$ cat config.mk
export PLATFORM = sky130hd
export DESIGN_NAME = fp_addsub_seq
export DESIGN_NICKNAME = d
export VERILOG_FILES = /design/src/rtl/fp_addsub_seq.sv
export SDC_FILE = /design/constraint.sdc
export NUM_CORES = 1
export LEC_CHECK = 0
export CORE_MARGIN = 4
export CORE_UTILIZATION = 60
export DETAILED_ROUTE_END_ITERATION = 7
export PLACE_DENSITY = 0.82
export SETUP_SLACK_MARGIN = 0.2
export SYNTH_ARGS = -nofsm -noshare
export SYNTH_HDL_FRONTEND = slang
export SYNTH_SLANG_ARGS = --single-unit
$ cat constraint.sdc
create_clock -name clk -period 15 [get_ports clk]
set_input_delay 2.25 -clock clk [delete_from_list [all_inputs] [get_ports clk]]
set_output_delay 2.25 -clock clk [all_outputs]
set_load 0.02 [all_outputs]
$ cat src/rtl/fp_addsub_seq.sv
// Multi-cycle IEEE-754-style floating-point adder/subtractor with configurable field widths.
// Inputs are flushed to zero, results rounded to nearest-even, specials handled, flags held until the next done.
module fp_addsub_seq #(
  parameter int EXP_W = 8,
  parameter int MAN_W = 23
) (
  input  logic                   clk,
  input  logic                   n_rst,
  input  logic                   start,
  input  logic                   mode,
  input  logic [EXP_W+MAN_W:0]   op1,
  input  logic [EXP_W+MAN_W:0]   op2,
  output logic [EXP_W+MAN_W:0]   result,
  output logic                   done,
  output logic                   busy,
  output logic                   overflow,
  output logic                   underflow,
  output logic                   inexact,
  output logic                   invalid
);

  localparam int W   = 1 + EXP_W + MAN_W;
  localparam int F   = MAN_W + 4;
  localparam int LZW = $clog2(F + 1);
  localparam int EW  = EXP_W + LZW + 2;
  localparam logic [EXP_W-1:0] EMAX = {EXP_W{1'b1}};
  localparam logic [W-1:0]     QNAN = {1'b0, EMAX, 1'b1, {(MAN_W-1){1'b0}}};

  typedef enum logic [2:0] {
    S_IDLE  = 3'd0,
    S_ALIGN = 3'd1,
    S_ADD   = 3'd2,
    S_NORM  = 3'd3,
    S_ROUND = 3'd4
  } state_t;

  function automatic logic [LZW-1:0] count_lz(input logic [F-1:0] v);
    logic [LZW-1:0] n;
    n = LZW'(F);
    for (int i = 0; i < F; i++) begin
      if (v[i]) n = LZW'(F - 1 - i);
    end
    return n;
  endfunction

  state_t                state_r, state_s;
  logic [W-1:0]          op1_r, op2_r;
  logic                  mode_r;
  logic                  sign_r, sub_r;
  logic signed [EW-1:0]  exp_r;
  logic [F-1:0]          ma_r, mb_r, nm_r;
  logic [F:0]            sum_r;
  logic                  spec_r, spec_inv_r;
  logic [W-1:0]          spec_res_r;

  logic                  s1_s, s2_s, z1_s, z2_s, inf1_s, inf2_s, nan1_s, nan2_s, swap_s, sa_s;
  logic [EXP_W-1:0]      e1_s, e2_s, ea_s, eb_s, d_s;
  logic [MAN_W-1:0]      m1_s, m2_s, ma_s, mb_s;
  logic [F-1:0]          fb_s, fb_sh_s, nm_s;
  logic                  spec_s, spec_inv_s;
  logic [W-1:0]          spec_res_s;
  logic [F:0]            sum_s;
  logic [LZW-1:0]        lz_s;
  logic signed [EW-1:0]  exp_n_s, fexp_s;
  logic                  inc_s, inx_s, zero_s;
  logic [MAN_W:0]        rm_s;
  logic [MAN_W-1:0]      man_s;
  logic [W-1:0]          res_s;
  logic                  ovf_s, unf_s, rinx_s, inv_s;

  // Next-state sequencing: every operation walks the full pipeline of states.
  always_comb begin
    state_s = state_r;
    case (state_r)
      S_IDLE: begin
        if (start) state_s = S_ALIGN;
        else       state_s = S_IDLE;
      end
      S_ALIGN: state_s = S_ADD;
      S_ADD:   state_s = S_NORM;
      S_NORM:  state_s = S_ROUND;
      S_ROUND: state_s = S_IDLE;
      default: state_s = S_IDLE;
    endcase
  end

  // Unpack, classify, order by magnitude and align B; also resolve special operands.
  always_comb begin
    s1_s   = op1_r[W-1];
    e1_s   = op1_r[W-2:MAN_W];
    m1_s   = op1_r[MAN_W-1:0];
    s2_s   = op2_r[W-1] ^ mode_r;
    e2_s   = op2_r[W-2:MAN_W];
    m2_s   = op2_r[MAN_W-1:0];
    z1_s   = (e1_s == {EXP_W{1'b0}});
    z2_s   = (e2_s == {EXP_W{1'b0}});
    inf1_s = (e1_s == EMAX) && (m1_s == {MAN_W{1'b0}});
    inf2_s = (e2_s == EMAX) && (m2_s == {MAN_W{1'b0}});
    nan1_s = (e1_s == EMAX) && (m1_s != {MAN_W{1'b0}});
    nan2_s = (e2_s == EMAX) && (m2_s != {MAN_W{1'b0}});
    swap_s = ({e2_s, m2_s} > {e1_s, m1_s});
    if (swap_s) begin
      sa_s = s2_s; ea_s = e2_s; ma_s = m2_s; eb_s = e1_s; mb_s = m1_s;
    end else begin
      sa_s = s1_s; ea_s = e1_s; ma_s = m1_s; eb_s = e2_s; mb_s = m2_s;
    end
    d_s  = ea_s - eb_s;
    fb_s = {1'b1, mb_s, 3'b000};
    // Bits shifted past S are folded into it so rounding still sees them.
    if (32'(d_s) >= 32'(F)) begin
      fb_sh_s = {{(F-1){1'b0}}, 1'b1};
    end else begin
      fb_sh_s = (fb_s >> d_s) | {{(F-1){1'b0}}, |(fb_s & ~({F{1'b1}} << d_s))};
    end
    spec_s     = 1'b1;
    spec_inv_s = 1'b0;
    spec_res_s = {W{1'b0}};
    if (nan1_s || nan2_s) begin
      spec_res_s = QNAN;
    end else if (inf1_s && inf2_s) begin
      if (s1_s != s2_s) begin
        spec_res_s = QNAN;
        spec_inv_s = 1'b1;
      end else begin
        spec_res_s = {s1_s, EMAX, {MAN_W{1'b0}}};
      end
    end else if (inf1_s) begin
      spec_res_s = {s1_s, EMAX, {MAN_W{1'b0}}};
    end else if (inf2_s) begin
      spec_res_s = {s2_s, EMAX, {MAN_W{1'b0}}};
    end else if (z1_s && z2_s) begin
      spec_res_s = {s1_s & s2_s, {(W-1){1'b0}}};
    end else if (z1_s) begin
      spec_res_s = {s2_s, e2_s, m2_s};
    end else if (z2_s) begin
      spec_res_s = op1_r;
    end else begin
      spec_s = 1'b0;
    end
  end

  // Magnitude add or subtract of the aligned significands.
  always_comb begin
    if (sub_r) sum_s = {1'b0, ma_r} - {1'b0, mb_r};
    else       sum_s = {1'b0, ma_r} + {1'b0, mb_r};
  end

  // Normalise: one right shift on carry, otherwise a single-cycle leading-zero shift.
  always_comb begin
    lz_s = count_lz(sum_r[F-1:0]);
    if (sum_r[F]) begin
      nm_s    = {sum_r[F:2], sum_r[1] | sum_r[0]};
      exp_n_s = exp_r + $signed({{(EW-1){1'b0}}, 1'b1});
    end else begin
      nm_s    = sum_r[F-1:0] << lz_s;
      exp_n_s = exp_r - $signed({{(EW-LZW){1'b0}}, lz_s});
    end
  end

  // Round to nearest-even, then range-check the exponent; a clear hidden bit means an exact zero.
  always_comb begin
    zero_s = ~nm_r[F-1];
    inc_s  = nm_r[2] & (nm_r[1] | nm_r[0] | nm_r[3]);
    inx_s  = nm_r[2] | nm_r[1] | nm_r[0];
    rm_s   = {1'b0, nm_r[F-2:3]} + {{MAN_W{1'b0}}, inc_s};
    fexp_s = exp_r + $signed({{(EW-1){1'b0}}, rm_s[MAN_W]});
    man_s  = rm_s[MAN_W-1:0];
    res_s  = {W{1'b0}};
    ovf_s  = 1'b0;
    unf_s  = 1'b0;
    rinx_s = 1'b0;
    inv_s  = 1'b0;
    if (spec_r) begin
      res_s = spec_res_r;
      inv_s = spec_inv_r;
    end else if (zero_s) begin
      res_s = {W{1'b0}};
    end else if (fexp_s >= $signed({{(EW-EXP_W){1'b0}}, EMAX})) begin
      res_s  = {sign_r, EMAX, {MAN_W{1'b0}}};
      ovf_s  = 1'b1;
      rinx_s = 1'b1;
    end else if (fexp_s <= $signed({EW{1'b0}})) begin
      res_s  = {sign_r, {(W-1){1'b0}}};
      unf_s  = 1'b1;
      rinx_s = 1'b1;
    end else begin
      res_s  = {sign_r, fexp_s[EXP_W-1:0], man_s};
      rinx_s = inx_s;
    end
  end

  // Pipeline registers and registered outputs; reset aborts any operation in flight.
  always_ff @(posedge clk) begin
    if (!n_rst) begin
      state_r    <= S_IDLE;
      op1_r      <= {W{1'b0}};
      op2_r      <= {W{1'b0}};
      mode_r     <= 1'b0;
      sign_r     <= 1'b0;
      sub_r      <= 1'b0;
      exp_r      <= {EW{1'b0}};
      ma_r       <= {F{1'b0}};
      mb_r       <= {F{1'b0}};
      nm_r       <= {F{1'b0}};
      sum_r      <= {(F+1){1'b0}};
      spec_r     <= 1'b0;
      spec_inv_r <= 1'b0;
      spec_res_r <= {W{1'b0}};
      result     <= {W{1'b0}};
      done       <= 1'b0;
      busy       <= 1'b0;
      overflow   <= 1'b0;
      underflow  <= 1'b0;
      inexact    <= 1'b0;
      invalid    <= 1'b0;
    end else begin
      state_r <= state_s;
      done    <= 1'b0;
      case (state_r)
        S_IDLE: begin
          if (start) begin
            op1_r  <= op1;
            op2_r  <= op2;
            mode_r <= mode;
            busy   <= 1'b1;
          end
        end
        S_ALIGN: begin
          sign_r     <= sa_s;
          sub_r      <= s1_s ^ s2_s;
          exp_r      <= $signed({{(EW-EXP_W){1'b0}}, ea_s});
          ma_r       <= {1'b1, ma_s, 3'b000};
          mb_r       <= fb_sh_s;
          spec_r     <= spec_s;
          spec_inv_r <= spec_inv_s;
          spec_res_r <= spec_res_s;
        end
        S_ADD: begin
          sum_r <= sum_s;
          if (sum_s == {(F+1){1'b0}}) sign_r <= 1'b0;
        end
        S_NORM: begin
          nm_r  <= nm_s;
          exp_r <= exp_n_s;
        end
        S_ROUND: begin
          result    <= res_s;
          overflow  <= ovf_s;
          underflow <= unf_s;
          inexact   <= rinx_s;
          invalid   <= inv_s;
          done      <= 1'b1;
          busy      <= 1'b0;
        end
        default: busy <= 1'b0;
      endcase
    end
  end

endmodule

# Yosys cells after proc, flatten, opt, wreduce, memory -nomap -nowiden
# Index checks and enable logic that the tools add are counted.
totals:
  regBits: 263
  output_inout_bits: 38
op_classes:
  n_addsub: 7
  magnitude_cmp: 4
  n_eq_ne: 9
  shifts: 3
  muxes: 78
  bitwise_logic: 13
  n_reduce_logical: 22
op_table:
  columns: ["cell", "count"]
  rows:
  - ["$mux 32", 10]
  - ["$mux 5", 26]
  - ["$mux 31", 2]
  - ["$mux 27", 2]
  - ["$logic_not 23->1", 2]
  - ["$mux 23", 2]
  - ["$reduce_bool 23->1", 2]
  - ["$gt 31x31->1", 1]
  - ["$pmux 15 s2", 1]
  - ["$add 27x27->28", 1]
  - ["$logic_not 28->1", 1]
  - ["$mux 1", 28]
  - ["$mux 28", 1]
  - ["$sub 27x27->28", 1]
  - ["$and 27x27->27", 1]
  - ["$not 27->27", 1]
  - ["$or 27x1->27", 1]
  - ["$reduce_or 27->1", 1]
  - ["$shl 27x5->27", 1]
  - ["$shl 27x8->27 const A", 1]
  - ["$shr 27x8->27", 1]
  - ["$add 23x1->24", 1]
  - ["$eq 8x8->1 const B", 2]
  - ["$logic_not 8->1", 2]
  - ["other kinds (26)", 44]

# Logic depth before layout (Yosys ltp)
logic_depth:
  word_depth: 30
  ltp_mapped: 27

# Least setup slack after synthesis
# Ideal clock, no wire load.
synth_timing:
  kind: "register -> register"
  startpoint: "register op1_r[26]"
  endpoint: "register mb_r[7]"
  setup_time_ps: 117
  t_arrival_ps: 5327
  slack_ps: 9556
  stages_incl_launch_ff: 23
  cell_sequence: "dfxtp_1 > inv_1 > ha_1 > a211oi_1 > o21ai_1 > o21ai_1 > a31o_1 > buf_4 > buf_2 > buf_2 > clkbuf_1 > mux2_2 > ha_1 > clkbuf_1 > inv_1 > clkbuf_1 > clkbuf_1 > clkbuf_1 > mux2i_1 > mux2i_1 > mux2i_1 > o21ai_0 > a32o_1"
synth_via:
  elab_chain_cells: 6
synth_rtl:
  columns: ["element", "line", "source"]
  rows:
  - ["start: declaration", "47", "logic [W-1:0] op1_r, op2_r;"]
  - ["start signal: assignment", "196", "op1_r <= {W{1'b0}};"]
  - ["start signal: assignment", "222", "op1_r <= op1;"]
  - ["$gt 31x31->1", "101", "swap_s = ({e2_s, m2_s} > {e1_s, m1_s});"]
  - ["$mux 8", "102", "if (swap_s) begin"]
  - ["$sub 8x8->8", "107", "d_s = ea_s - eb_s;"]
  - ["$shr 27x8->27", "113", "fb_sh_s = (fb_s >> d_s) | {{(F-1){1'b0}}, |(fb_s & ~({F{1'b1}} << d_s))};"]
  - ["$or 27x1->27", "113", null]
  - ["$mux 27 *", "110", "if (32'(d_s) >= 32'(F)) begin"]
  - ["end signal: assignment", "203", "mb_r <= {F{1'b0}};"]
  - ["end signal: assignment", "233", "mb_r <= fb_sh_s;"]
  - ["end: declaration", "51", "logic [F-1:0] ma_r, mb_r, nm_r;"]
# Every way passes the cells marked *; elsewhere a longest branch is shown, timed or not.
# A chain may end at the register's enable or synchronous reset.

# Worst setup path in the final report
layout_timing:
  startpoint: "register op1_r[23]"
  endpoint: "register mb_r[0]"
layout_via:
  elab_chain_cells: 9
layout_rtl:
  columns: ["element", "line"]
  rows:
  - ["$gt 31x31->1", "101"]
  - ["$mux 8", "102"]
  - ["$sub 8x8->8", "107"]
  - ["$shl 27x8->27", "113"]
  - ["$not 27->27", "113"]
  - ["$and 27x27->27", "113"]
  - ["$reduce_or 27->1", "113"]
  - ["$or 27x1->27", "113"]
  - ["$mux 27 *", "110"]
# Marked as above.

==> results.toml <==
[worst_setup_path]
crit_arrival_ns = 7.17
start_kind = "flop"
cp-end-kind = "flop"
path_max_fanout = 37
rr_worst_depth = 19
path_class = "reg2reg"
required_ns = 15.46

[detailed_routing]
via_per_inst = 6.80
drtAntennaViolNets = 0
route.detailed.drc = 0
dr.pass1.iters = 6
vias = 20300
wirelength_um = 69500
drt_iter0_markers = 2611
wl_per_cell_um = 23.3

[floorplanning]
die_w_um = 186
io_pins = 106
core_area_um2 = 31500
initial_core_util_pct = 60.6
die_area_um2 = 34700
placementRows = 65
die_h_um = 186

[timing]
hold_viol_final = 0
fin_tns_setup_ns = 0
drv_slew = 0
fmax_mhz = 149
setup_viol = 0
min_period_over_period_pct = 44.7
finalCriticalPeriod_ns = 6.71
hold_ws_ns = 0.463
rsz0062_at_grt = "no"
skew_ns = 0.0119
tightestPinTransition_ns = 1.39
slew_headroom_pct = 4.84

[clocking]
cts_setup_buffers = 0
cts_root_buf = "clkbuf_16"
clk_pin_slew_ns = 0.06
cts_sinks = 263
insertion_delay_ns = 0.55
clockBufferDepth = 3
htree_levels = 1
tritoncts = "done"
cts_buffers = 29
cts_resized = 0
postCtsHoldBufs = 0

[pwr]
powerDensity_nw_per_um2 = 132
totalPowerFinal_mw = 2.79
p_clk_share_pct = 24.8
p_leak_nw = 8.12
p_int_mw = 1.58
p_comb_share_pct = 45.7
swShare_pct = 43.4
peakVddDrop_uv = 100
power_frac_seq_pct = 29.5
p_switching_mw = 1.21

[placed_design]
place_congestion = 1.03
hpwl_um = 52000
portBuffers = 105
dp_cells = 2929

[global_route]
antenna_found_initial = 0
grt.overflow.total = 0
grtUsageTotal_pct = 38.3
grt_max_degree = 102
grt_pass1_vias = 18500
grt_pass1_wl_um = 106000

[finish]
post-route-util_pct = 67.0
synthToLayoutAreaGrowth_pct = 10.5
final_cells = 2979
multi_input_area_um2 = 12600
layout-drive-gt1-share_pct = 5.39
fillers = 2669
final_nets = 2729
antenna_cells = 0
area.sequential_um2 = 5270

[logic_synthesis]
synth_top_area_share_pct = 27.6
syn_inst = 2583
synth_top_family_by_area = "compound AO/OA/AOI/OAI gates"
ys_types = 82
synthSimpleGateAreaFrac_pct = 22.6
synth_area_leader_cell = "dfxtp_1"
synthMostInstantiatedCell = "nand2_1"
yosys_warnings = 0
synth_compound_area_share_pct = 24.8
ys_seq_area_share_pct = 27.6
syn_avg_cell_area_um2 = 7.38
yosys-top-cells-area = "dfxtp_1, nand2_1, ha_1, a21oi_1, mux2i_1"
synth-edff-count = 0
synthAdderAreaFrac_pct = 6.84
synthFlopType = "dfxtp_1"
synth_nets = 2754
synth_seq_cells = 263
synthMuxAreaShare_pct = 8.75
synthesis.area_um2 = 19100
synth-xor-area-share_pct = 3.08
ys_async_sr_fraction_pct = 0
netlist_top_cells_count = "nand2_1, dfxtp_1, a21oi_1, nor2_1, clkbuf_1"

[worst_hold_path]
whs_path_depth = 2
min_path_type = "reg2reg"

[status]
outcome = "complete, no violations"

[flow_run]
drv_cap = 0
[sequential cells by signal (all words and copies together), names as in the netlist]
name,cells
state_r,3
spec_inv_r,1
overflow,1
op1_r,32
spec_res_r,32
nm_r,27
sign_r,1
sum_r,28
op2_r,32
sub_r,1
done,1
inexact,1
spec_r,1
mb_r,27
result,32
mode_r,1
ma_r,24
exp_r,15
invalid,1
busy,1
underflow,1
[metal layers]
metal	routed length (um)	up-vias	GRT usage [%]
li1	-	9246	-
met1	28500	9543	52.1
met2	30700	1240	61.0
met3	7330	230	7.88
met4	2920	0	12.9
met5	0	-	0
[power by group through the flow]
stage                     logic [mW]  registers, mW  clock network (mW)
final                           1.28          0.823               0.693
after detailed placement        1.23          0.832                   0
after global routing            1.36          0.825               0.723
after CTS                       1.24          0.817               0.694
after global placement          1.22          0.830                   0
after floorplan                0.914          0.791                   0
[cells by family (layout without fill, tap and decap cells)]
kind of cell               after synthesis  count (layout)
AOI/OAI and AO/OA                      720             720
xor gates and xnor gates                67              67
adders and majority gates              103             103
buffers and inverters                  315             309
DFF                                    263             263
muxes                                  151             151
and+or+nand+nor                        964             964
[worst max-delay path: stages (launching register included)]
cell	delay [ns]
dfxtp_1	0.41
inv_1	0.10
ha_1	0.28
buf_4	0.44
nand4_1	0.23
nor4_1	0.29
nand4_1	0.18
o211ai_2	0.34
a31o_2	0.22
mux2_2	0.35
ha_1	0.80
inv_1	0.34
buf_4	0.32
a2111oi_0	1.10
nand3_1	0.29
o31ai_1	0.16
o22ai_1	0.14
o2111ai_1	0.30
a2111oi_4	0.07
a221oi_2	0.21
[layout make-up]
class	instances	area share, %
Multi-Input combinational cell	2005	60.0
Sequential cell	263	25.0
Timing Repair Buffer	136	6.09
Clock buffer	43	4.17
Tap cell	402	2.39
Inverter	123	2.21
Clock inverter	7	0.190
[through the flow]
step | setup WS (ns) | instance area, um^2
2_1_floorplan | 9.56 | 19100
3_3_place_gp | 8.70 | 20200
3_5_place_dp | 8.65 | 20200
4_1_cts | 8.61 | 21100
5_1_grt | 8.13 | 21100
6_report | 8.29 | 21100
[path summary, 6_finish.rpt]
kind / startpoint / endpoint / slack (ns)
setup / recovery: op1_r[23] / mb_r[0] / 8.29
hold / removal: spec_res_r[15] / spec_res_r[15] / 0.46
setup reg to reg: op1_r[23] / mb_r[0] / 8.29
hold reg to reg: spec_res_r[15] / spec_res_r[15] / 0.46
[cells in the final DEF, fill, tap and decap left out, drive strengths merged, types with 26 or more instances in the layout]
| cell | n |
|---|---|
| inv | 121 |
| nor2 | 233 |
| nand2 | 388 |
| buf | 31 |
| a21oi | 251 |
| clkbuf | 43 |
| dfxtp | 263 |
| a31oi | 27 |
| a211oi | 27 |
| ha | 101 |
| a221oi | 50 |
| nor3 | 76 |
| nand3 | 102 |
| nand4 | 26 |
| mux2i | 125 |
| a311oi | 27 |
| xnor2 | 47 |
| o21ai | 126 |
| clkdlybuf4s50 | 105 |
No activity file was read; power rests on OpenSTA's default activity.
